--- config.mk ---
export PLATFORM = sky130hd
export DESIGN_NAME = riscv_testutil_bus_arb
export DESIGN_NICKNAME = d
export VERILOG_FILES = /design/src/rtl/riscv_testutil_bus_arb.sv
export SDC_FILE = /design/constraint.sdc
export NUM_CORES = 1
export LEC_CHECK = 0
export BUFFER_PORTS_ARGS = -buffer_cell sky130_fd_sc_hd__buf_2
export CORE_AREA = 5 5 109 111
export CTS_CLUSTER_DIAMETER = 60
export DETAILED_ROUTE_END_ITERATION = 7
export DIE_AREA = 0 0 114 116
export GPL_TIMING_DRIVEN = 0
export PLACE_DENSITY = 0.5
export SLEW_MARGIN = 20
export SYNTH_ARGS = -nofsm -noshare
export SYNTH_HDL_FRONTEND = slang
export SYNTH_SLANG_ARGS = --single-unit
export TNS_END_PERCENT = 10
--- constraint.sdc ---
create_clock -name clk_i -period 1.9 [get_ports clk_i]
set_input_delay 0.095 -clock clk_i [delete_from_list [all_inputs] [get_ports clk_i]]
set_output_delay 0.095 -clock clk_i [all_outputs]
set_load 0.01 [all_outputs]
--- src/rtl/riscv_testutil_bus_arb.sv ---
// riscv_testutil_bus_arb
//
// Two-host to one-device bus arbiter for the RISC-V test harness. Host 0 is
// the core data port, host 1 is the signature reader. Requests are
// arbitrated round-robin and forwarded combinationally to a single device
// port. A small ID FIFO remembers which host owns each granted, unresponded
// transaction so that in-order device responses are routed back to the
// right host in the same cycle they arrive.
//
// Handshake: a device transfer happens on a cycle where dev_req_o &&
// dev_gnt_i. Once dev_req_o is raised for a host it stays pointed at that
// host (same address/data) until the device grants it. A response is one
// cycle of dev_rvalid_i and always belongs to the oldest outstanding grant.
//
// Ports
//   clk_i, rst_ni         clock (rising edge), async active-low reset
//   host_*_i / host_*_o   per-host request inputs, grant/response outputs
//   host_rdata_o          response data shared by both hosts
//   dev_*_o / dev_*_i     device request outputs, device grant/response
//   unexp_rsp_o           sticky: a response arrived with nothing outstanding
module riscv_testutil_bus_arb #(
    parameter int unsigned MaxOutstanding = 2
) (
    input  logic             clk_i,
    input  logic             rst_ni,

    input  logic [1:0]       host_req_i,
    input  logic [1:0]       host_we_i,
    input  logic [1:0][31:0] host_addr_i,
    input  logic [1:0][31:0] host_wdata_i,
    input  logic [1:0][3:0]  host_be_i,
    output logic [1:0]       host_gnt_o,
    output logic [1:0]       host_rvalid_o,
    output logic [31:0]      host_rdata_o,
    output logic [1:0]       host_err_o,

    output logic             dev_req_o,
    output logic             dev_we_o,
    output logic [31:0]      dev_addr_o,
    output logic [31:0]      dev_wdata_o,
    output logic [3:0]       dev_be_o,
    input  logic             dev_gnt_i,
    input  logic             dev_rvalid_i,
    input  logic             dev_err_i,
    input  logic [31:0]      dev_rdata_i,

    output logic             unexp_rsp_o
);

    localparam int unsigned PtrW = (MaxOutstanding > 1) ? $clog2(MaxOutstanding) : 1;
    localparam int unsigned CntW = $clog2(MaxOutstanding + 1);
    localparam logic [PtrW-1:0] PtrLast = PtrW'(MaxOutstanding - 1);
    localparam logic [CntW-1:0] CntFull = CntW'(MaxOutstanding);

    // Last-granted host; the other host wins on contention.
    logic                      prio_q, prio_d;
    // Selection lock: a raised but ungranted request keeps its host.
    logic                      lock_q, lock_d;
    logic                      lock_host_q, lock_host_d;
    // ID FIFO of granted host indices.
    logic [MaxOutstanding-1:0] id_q, id_d;
    logic [PtrW-1:0]           wr_ptr_q, wr_ptr_d;
    logic [PtrW-1:0]           rd_ptr_q, rd_ptr_d;
    logic [CntW-1:0]           cnt_q, cnt_d;
    logic                      unexp_q, unexp_d;

    logic sel;
    logic full;
    logic grant;
    logic pop;
    logic head;

    // Host selection and request path.
    always_comb begin
        full = (cnt_q == CntFull);
        if (lock_q) begin
            sel = lock_host_q;
        end else if (&host_req_i) begin
            sel = ~prio_q;
        end else begin
            sel = host_req_i[1];
        end

        // A full FIFO blocks the request even if a pop happens this cycle:
        // the count only drops at the next edge.
        dev_req_o   = host_req_i[sel] && !full;
        dev_we_o    = dev_req_o && host_we_i[sel];
        dev_addr_o  = dev_req_o ? host_addr_i[sel]  : '0;
        dev_wdata_o = dev_req_o ? host_wdata_i[sel] : '0;
        dev_be_o    = dev_req_o ? host_be_i[sel]    : '0;

        grant      = dev_req_o && dev_gnt_i;
        host_gnt_o = '0;
        if (grant) begin
            host_gnt_o[sel] = 1'b1;
        end
    end

    // Response routing to the head of the ID FIFO.
    always_comb begin
        head          = id_q[rd_ptr_q];
        pop           = dev_rvalid_i && (cnt_q != '0);
        host_rvalid_o = '0;
        host_err_o    = '0;
        if (pop) begin
            host_rvalid_o[head] = 1'b1;
            host_err_o[head]    = dev_err_i;
        end
        host_rdata_o = dev_rdata_i;
        unexp_rsp_o  = unexp_q;
    end

    // Next-state logic.
    always_comb begin
        prio_d      = grant ? sel : prio_q;
        lock_d      = dev_req_o && !dev_gnt_i;
        lock_host_d = sel;
        id_d        = id_q;
        wr_ptr_d    = wr_ptr_q;
        rd_ptr_d    = rd_ptr_q;
        cnt_d       = cnt_q;

        if (grant) begin
            id_d[wr_ptr_q] = sel;
            wr_ptr_d = (wr_ptr_q == PtrLast) ? '0 : wr_ptr_q + 1'b1;
        end
        if (pop) begin
            rd_ptr_d = (rd_ptr_q == PtrLast) ? '0 : rd_ptr_q + 1'b1;
        end
        case ({grant, pop})
            2'b10:   cnt_d = cnt_q + 1'b1;
            2'b01:   cnt_d = cnt_q - 1'b1;
            default: cnt_d = cnt_q;
        endcase

        unexp_d = unexp_q || (dev_rvalid_i && (cnt_q == '0));
    end

    always_ff @(posedge clk_i or negedge rst_ni) begin
        if (!rst_ni) begin
            prio_q      <= 1'b1;
            lock_q      <= 1'b0;
            lock_host_q <= 1'b0;
            id_q        <= '0;
            wr_ptr_q    <= '0;
            rd_ptr_q    <= '0;
            cnt_q       <= '0;
            unexp_q     <= 1'b0;
        end else begin
            prio_q      <= prio_d;
            lock_q      <= lock_d;
            lock_host_q <= lock_host_d;
            id_q        <= id_d;
            wr_ptr_q    <= wr_ptr_d;
            rd_ptr_q    <= rd_ptr_d;
            cnt_q       <= cnt_d;
            unexp_q     <= unexp_d;
        end
    end

endmodule

==> flow_metrics.tcl, run 1 <==
set metrics [dict create \
    crit_top_cell "buf_12" \
    cp-start-kind "flip-flop" \
    use_met3 0.03655 \
    cp.arrival_ns 1.82 \
    yosysSeqAreaShare 0.1434 \
    num_vias 2535 \
    mostFrequentLayoutCells "252 x buf_2, 76 x nor2_1, 69 x mux2i_1" \
    netSwitchingPower_mw 1.714 \
    dp_hpwl_um 7838 \
    via_per_inst 3.973 \
    worst_pin_slew_ns 0.4777 \
    cts.clk_slew.worst_paths_ns 0.05 \
    fin_ws_ns -0.01636 \
    avgRoutedWirePerCell_um 14.44 \
    critPathKind "flip-flop to primary output" \
    end_kind "primary output" \
    worstSkewPairLatency_ns 0.23 \
    final_nets 677 \
    ys.flop_type "dfrtp_1" \
    setup_viol 1 \
    drt-initial-drc-count 52 \
    std_cell_rows 38 \
    first_global_vias 2569 \
    path_cells "nand2_2 > a21boi_4 > buf_12 > buf_12 > mux2i_1 > nor2_1 > buf_4" \
    holdCritPathClass "primary input to flip-flop" \
    drc 0 \
    place_ws_ns -0.1169 \
    grt_pass1_wl_um 12410 \
    status "finished, violations left" \
    core_area_um2 10700 \
    synth_top_cell_by_area "mux2i_1" \
    diodes 0 \
    syn_area_per_cell_um2 7.529 \
    antenna_found_initial 0 \
    finalMaxSlewViolations 0 \
    grt-ovfl-total 0 \
    combPwrFrac 0.822 \
    synth.area.top_cells "mux2i_1 41%, nor2_1 16%, buf_4 14%" \
    start_util 0.1640 \
    placed_area_um2 3196 \
    failed_checks "negative setup slack" \
    root_buffer "clkbuf_8" \
    synth_seq_cells 10 \
    p_seq_frac 0.109 \
    period_share 1.009 \
    p_int_mw 2.019 \
    power.leakage_nw 2.286 \
    portBuffers 253 \
    die_h_um 116 \
    fin_worst_skew_ns 0.001992 \
    top_usage_layer "met2" \
    crit_buf_inv 3 \
    grt_setup_unrepaired "yes" \
    fmax_mhz 521.8 \
    area_growth_pct 102.4 \
    htreeDepth 1 \
    clockBufferDepth 2 \
    clkPwrFrac 0.069 \
    irDropWorstVdd_uv 367.2 \
    netlist-cell-type-count 25 \
    cts_tree "done" \
    grtUsageTotal 0.1167 \
    synth-edff-count 0 \
    max-slew-margin-rel 0.6782 \
    fp.dieArea_um2 13220 \
    gp_congestion 0.8363 \
    yosys_warnings 0 \
    cpPeakStageDelay_ns 0.53 \
    layout_commonest_cell "buf_2" \
    final.min_clock_period_ns 1.916 \
    switching_share 0.4592 \
    ant_nets 0 \
    ioPinCount 286 \
    worstPathMaxFanout 7 \
    wirelength_um 9211 \
    grt_start_max_net_pins 11 \
    clock_sinks 10 \
    final_cell_area_um2 3550 \
    syn-num-nets 411 \
    p_per_area_nw_per_um2 1052 \
    first_pass_iters 4 \
    netlist_area_um2 1754 \
    synthCells 233 \
    cpMaxStageDelayCell "dfstp_2" \
    critPathTopFamily "flip-flops" \
    synth_top_area_share 0.4051 \
    hold_violations 0 \
    worstPathRequired_ns 1.80 \
    fin_hold_ws_ns 0.09076 \
    final_layout_size_suffix_gt1_frac 0.6486 \
    die_w_um 114 \
    grtUsageMet1 0.1270 \
    grtUsageMet2 0.2268 \
    maxCapViolCount 0 \
    synthArstFlopShare 1.000 \
    numCtsBuffers 3 \
]
-- per-layer routing --
metal,wire (um),up-vias
met1,3136,1091
met5,0,-
met4,17,0
met2,4884,167
met3,1172,4
li1,-,1273
-- sequential cells by signal, summed over array words and instances, names as in the netlist --
name / count
cnt_q: 2
id_q: 2
lock_host_q: 1
lock_q: 1
prio_q: 1
rd_ptr_q: 1
unexp_rsp_o: 1
wr_ptr_q: 1
-- cell families after synthesis --
kind of cell,count (synthesis),share of synthesized area
muxes,72,0.4116
adders and majority gates,1,0.007132
buffers and inverters,52,0.1897
xor gates and xnor gates,5,0.02496
AOI/OAI and AO/OA,7,0.02853
DFF,10,0.1434
and+or+nand+nor,86,0.1947
-- stage by stage --
step / TNS, ns / total power, mW / std cells / utilization
5_1_grt: -2.923 / 4.043 / 638 / 0.3318
3_3_place_gp: -0.5048 / 3.033 / 626 / 0.2987
4_1_cts: -0.1319 / 3.499 / 633 / 0.3142
3_5_place_dp: -0.6036 / 3.055 / 626 / 0.2987
6_report: -0.01636 / 3.733 / 638 / 0.3318
2_1_floorplan: 0 / 2.013 / 233 / -
-- synth_stat cells (all sizes together), types with 2 or more instances --
cell    count
and3        2
buf        41
clkbuf      7
dfrtp       9
inv         4
mux2i      71
nand2       4
nor2       77
nor2b       2
xnor2       4
-- worst register-to-register path, cell delays in order (launching register included) --
cell and delay, ns:
dfrtp_1 0.38, mux2i_1 0.12, a221o_1 0.30, buf_6 0.16, inv_2 0.10, nand2_2 0.11
ha_4 0.17, xnor2_1 0.15, nor2_2 0.05, xor2_1 0.13
-- power by group through the flow --
stage | clock network [mW] | logic (mW) | registers (mW)
6_report | 0.257 | 3.07 | 0.407
4_1_cts | 0.265 | 2.83 | 0.403
3_3_place_gp | 0 | 2.63 | 0.405
3_5_place_dp | 0 | 2.65 | 0.405
5_1_grt | 0.272 | 3.35 | 0.418
2_1_floorplan | 0 | 1.63 | 0.382
-- layout make-up --
type | count | area [um2]
clock buffers | 4 | 55.05
plain buffers | 48 | 446.7
multi-input cells | 171 | 1217
inverters | 4 | 15.01
flip-flops and latches | 10 | 252.7
repair buffers | 261 | 1388
fillers | 1145 | 7148
well taps | 140 | 175.2
-- worst paths after layout --
path | from | end | slack (ns) | cells after the start
max | prio_q | dev_we_o | -0.02 | 7
max reg2reg | lock_host_q | cnt_q[1] | 0.09 | 9
max in group asynchronous | rst_ni | prio_q | 1.36 | 2
min | dev_rvalid_i | unexp_rsp_o | 0.09 | 2
min in group asynchronous | rst_ni | id_q[1] | 0.28 | 2
min reg2reg | unexp_rsp_o | unexp_rsp_o | 0.46 | 1
-- what timing repair did --
item / CTS / global route
hold endpoints to repair: 10 / 0
gates resized for setup: 25 / 30
pin swaps: 0 / 2
endpoints found under the setup margin: 70 / 71
setup buffers: 1 / 2
hold buffers: 1 / 0
gates cloned: 1 / 3
Power figures use the tool's default switching activity.
==> inputs of run 2 (changes only) <==
--- a/config.mk
+++ b/config.mk
@@ -16,4 +16,4 @@
 export SYNTH_ARGS = -nofsm -noshare
 export SYNTH_HDL_FRONTEND = slang
 export SYNTH_SLANG_ARGS = --single-unit
-export TNS_END_PERCENT = 10
+export TNS_END_PERCENT = 5
==> flow_metrics.tcl, run 2 (synthesis gave the netlist of run 1 again) <==
set metrics [dict create \
    status "finished, violations left" \
    failed_checks "negative setup slack" \
    std_cell_rows 38 \
    switching_share 0.4610 \
    reg2reg_depth 9 \
    clock_sinks 10 \
    mostFrequentLayoutCells "252 x buf_2, 76 x nor2_1, 70 x mux2i_1" \
    irDropWorstVdd_uv 364.8 \
    drt-initial-drc-count 54 \
    grt_start_max_net_pins 11 \
    p_int_mw 1.986 \
    met1Wirelength_um 3127 \
    grt-ovfl-total 0 \
    dr.max_layer_used "met4" \
    met3_length_um 1134 \
    setup_viol 1 \
    fin_ws_ns -0.006781 \
    end_kind "primary output" \
    via_per_inst 3.970 \
    grtUsageTotal 0.1167 \
    combPwrFrac 0.819 \
    worstSkewPairLatency_ns 0.23 \
    critPathKind "flip-flop to primary output" \
    final_core_util 0.3291 \
    fill_cells 1149 \
    fin_hold_ws_ns 0.09010 \
    cts_tree "done" \
    cp-start-kind "flip-flop" \
    finalMaxSlewViolations 0 \
    critPathLaunch "prio_q" \
    hold_violations 0 \
    worstPathMaxFanout 7 \
    worstPathRequired_ns 1.80 \
    wl_met2_um 4799 \
    diodes 0 \
    cp.arrival_ns 1.81 \
    wirelength_um 9099 \
    area_growth_pct 100.7 \
    grt_pass1_wl_um 12410 \
    die_w_um 114 \
    worst_pin_slew_ns 0.4846 \
    root_buffer "clkbuf_8" \
    numCtsBuffers 3 \
    antenna_found_initial 0 \
    multi_input_area_um2 1214 \
    first_global_vias 2569 \
    p_seq_frac 0.111 \
    clockBufferDepth 2 \
    max-slew-margin-rel 0.6735 \
    ioPinCount 286 \
    avgRoutedWirePerCell_um 14.28 \
    portBuffers 253 \
    finalSetupTns_ns -0.006781 \
    first_pass_iters 4 \
    fp.dieArea_um2 13220 \
    core_area_um2 10700 \
    final_layout_size_suffix_gt1_frac 0.6459 \
    num_vias 2529 \
    layout_commonest_cell "buf_2" \
    drc 0 \
    maxCapViolCount 0 \
    reg2reg_from "lock_host_q" \
    final_nets 676 \
    fmax_mhz 524.4 \
    ff_latch_area_um2 252.7 \
    dp_hpwl_um 7838 \
    fin_worst_skew_ns 0.001467 \
    clkPwrFrac 0.070 \
    ant_nets 0 \
    gp_congestion 0.8363 \
    holdPathStages 2 \
    p_per_area_nw_per_um2 1047 \
    holdCritPathClass "primary input to flip-flop" \
    top_regs "cnt_q: 2 flops, id_q: 2 flops" \
    start_util 0.1640 \
    hold_start "dev_rvalid_i" \
    die_h_um 116 \
    cts.clk_slew.worst_paths_ns 0.05 \
    power.leakage_nw 2.276 \
    htreeDepth 1 \
    grt_setup_unrepaired "yes" \
    netSwitchingPower_mw 1.699 \
    final.min_clock_period_ns 1.907 \
    period_share 1.004 \
]
-- run 2: cell types whose count changed in the layout (fill, tap and decap cells not counted) --
cell,delta
clkbuf_16,-1
mux2i_2,-1
clkbuf_1,-1
buf_1,+1
mux2i_1,+1
-- run 2: per-stage QoR --
step	instances	power, mW	cell area [um2]	worst slack [ns]
after detailed placement	626	3.055	3196	-0.1169
after global routing	637	3.996	3521	-0.09088
final	637	3.685	3521	-0.006781
after CTS	633	3.499	3361	-0.01629
after global placement	626	3.033	3196	-0.1300
after floorplan	233	2.013	1754	0.1425
-- run 2: final cells by class --
class                           count  area share
Buffer                             48      0.1269
Clock buffer                        4     0.01564
Inverter                            4    0.004264
Multi-Input combinational cell    171      0.3447
Sequential cell                    10     0.07178
Tap cell                          140     0.04975
Timing Repair Buffer              260      0.3870
-- run 2: timing repair --
item,4_1_cts,5_1_grt
hold buffers,1,0
pin swaps,0,3
cloned,1,2
gates resized for setup,25,30
setup endpoints to repair,70,71
endpoints found under the hold margin,10,0
setup buffers,1,2
-- run 2: worst max-delay path, stage by stage, from the launching register on --
cell and delay (ns):
dfstp_2 0.53, nand2_2 0.06, a21boi_4 0.22, buf_12 0.19
buf_12 0.14, mux2i_1 0.20, nor2_1 0.08, buf_4 0.15
-- run 2: routing by layer --
metal,up-vias,GRT usage
met4,0,0.01346
met3,4,0.03655
met2,171,0.2268
li1,1271,-
met1,1083,0.1270
met5,-,0
-- run 2: power by group through the flow --
| stage | clock, mW | sequential [mW] | combinational [mW] |
|---|---|---|---|
| detailed placement | 0 | 0.405 | 2.65 |
| CTS | 0.265 | 0.403 | 2.83 |
| floorplan | 0 | 0.382 | 1.63 |
| global placement | 0 | 0.405 | 2.63 |
| global route | 0.272 | 0.418 | 3.31 |
| finish | 0.257 | 0.409 | 3.02 |
-- run 2: worst paths after layout --
path,end,slack [ns]
worst max-delay path,dev_we_o,-0.007
worst min-delay path,unexp_rsp_o,0.09
worst max register to register,cnt_q[1],0.09
worst min register to register,unexp_rsp_o,0.46
max in group asynchronous,prio_q,1.36
min in group asynchronous,id_q[1],0.28
==> inputs of run 3 (changes only) <==
==> constraint.sdc (replaced) <==
create_clock -name clk_i -period 1.9 [get_ports clk_i]
set_input_delay 0.285 -clock clk_i [delete_from_list [all_inputs] [get_ports clk_i]]
set_output_delay 0.285 -clock clk_i [all_outputs]
set_load 0.01 [all_outputs]
==> flow_metrics.tcl, run 3 (synthesis gave the netlist of run 1 again) <==
set metrics [dict create \
    cts.clk_slew.worst_paths_ns 0.05 \
    fin_ws_ns -0.1751 \
    numCtsBuffers 3 \
    layout_commonest_cell "buf_2" \
    final_nets 681 \
    antenna_found_initial 0 \
    ant_nets 0 \
    diodes 0 \
    fmax_mhz 481.9 \
    critPathKind "flip-flop to primary output" \
    avgRoutedWirePerCell_um 14.51 \
    status "finished, violations left" \
    p_int_mw 2.084 \
    max-slew-margin-rel 0.7334 \
    rrSetupSlack_ns 0.08 \
    grt_pass1_wl_um 12900 \
    first_global_vias 2612 \
    worst_pin_slew_ns 0.3999 \
    cp-endpoint "dev_addr_o[1]" \
    start_util 0.1640 \
    grt_start_max_net_pins 11 \
    clkPwrFrac 0.068 \
    grt-ovfl-total 0 \
    combPwrFrac 0.828 \
    ioPinCount 286 \
    clockBufferDepth 2 \
    period_share 1.092 \
    failed_checks "negative setup slack" \
    end_kind "primary output" \
    grt_setup_unrepaired "yes" \
    gp_congestion 0.8363 \
    cp-start-kind "flip-flop" \
    top_regs "cnt_q: 2 flops, id_q: 2 flops" \
    via_per_inst 3.980 \
    hold_violations 0 \
    switching_share 0.4548 \
    first_pass_iters 4 \
    htreeDepth 1 \
    worstPathMaxFanout 5 \
    reg2reg_depth 8 \
    maxCapViolCount 0 \
    r2r_end "cnt_q[1]" \
    core_area_um2 10700 \
    total_power_mw 3.822 \
    p_seq_frac 0.103 \
    final_layout_size_suffix_gt1_frac 0.6474 \
    area_growth_pct 104.6 \
    setup_viol 71 \
    worstSkewPairLatency_ns 0.23 \
    place_ws_ns -0.3069 \
    holdCritPathClass "primary input to flip-flop" \
    fp.dieArea_um2 13220 \
    root_buffer "clkbuf_8" \
    die_w_um 114 \
    irDropWorstVdd_uv 337.9 \
    mostFrequentLayoutCells "253 x buf_2, 75 x nor2_1, 70 x mux2i_1" \
    critPathLaunch "prio_q" \
    final_core_util 0.3356 \
    num_vias 2555 \
    cp.arrival_ns 1.79 \
    power.leakage_nw 2.312 \
    wirelength_um 9318 \
    fin_worst_skew_ns 0.003577 \
    clock_sinks 10 \
    die_h_um 116 \
    p_per_area_nw_per_um2 1065 \
    drt-initial-drc-count 48 \
    netSwitchingPower_mw 1.738 \
    drc 0 \
    dp_hpwl_um 7838 \
    cts_tree "done" \
    worstPathRequired_ns 1.62 \
    final.min_clock_period_ns 2.075 \
    portBuffers 253 \
    grtUsageTotal 0.1221 \
    reg2reg_from "lock_host_q" \
    std_cell_rows 38 \
    finalMaxSlewViolations 0 \
]
-- run 3: cell type report --
type,count,area [um2]
buffer,48,444.2
clock buffer,4,55.05
fill,1153,7108
inverter,4,17.52
multi-input combinational,171,1196
sequential,10,251.5
tap,140,175.2
timing repair buffer,265,1450
-- run 3: metal layers --
metal / track usage / part of all wire
met4: 0.01346 / 0.0040
met5: 0 / 0
met1: 0.1377 / 0.35
met2: 0.2330 / 0.52
met3: 0.03655 / 0.12
-- run 3: power by group through the flow --
stage / clock, mW / combinational [mW] / sequential, mW
after floorplan: 0 / 1.63 / 0.382
after global placement: 0 / 2.63 / 0.405
after detailed placement: 0 / 2.65 / 0.405
after CTS: 0.265 / 3.10 / 0.394
after global routing: 0.273 / 3.46 / 0.406
final: 0.260 / 3.17 / 0.395
-- run 3: how the worst min path moves through the flow --
stage | start | to | slack [ns] | cells after the start
6_report | dev_rvalid_i | unexp_rsp_o | 0.28 | 2
5_1_grt | dev_rvalid_i | unexp_rsp_o | 0.28 | 2
4_1_cts | dev_rvalid_i | unexp_rsp_o | 0.28 | 2
3_5_place_dp | rst_ni | lock_q | 0.16 | 1
3_3_place_gp | rst_ni | rd_ptr_q | 0.16 | 1
2_1_floorplan | rst_ni | cnt_q[0] | -0.01 | 0
-- run 3: repair_timing --
item                       in CTS  in global routing
gates cloned                    3                  2
resized for setup              44                 11
hold buffers                    1                  0
buffers inserted                6                  1
hold endpoints to repair        9                  0
pin swaps                       2                  1
setup endpoints to repair      72                 72
-- run 3: per-stage QoR --
stage	cell area [um2]	TNS (ns)	instances	hold WS, ns
floorplan	1754	0	233	-0.01059
global placement	3196	-9.780	626	0.1586
detailed placement	3196	-9.869	626	0.1581
CTS	3496	-9.864	639	0.2783
global route	3590	-15.83	642	0.2806
finish	3590	-9.343	642	0.2819
-- run 3: critical path, stage by stage (launching register included) --
cell       delay [ns]
dfstp_2          0.53
nand2_2          0.05
a21boi_2         0.16
buf_4            0.15
buf_12           0.13
clkbuf_16        0.15
mux2i_1          0.19
nor2_1           0.05
buf_2            0.14
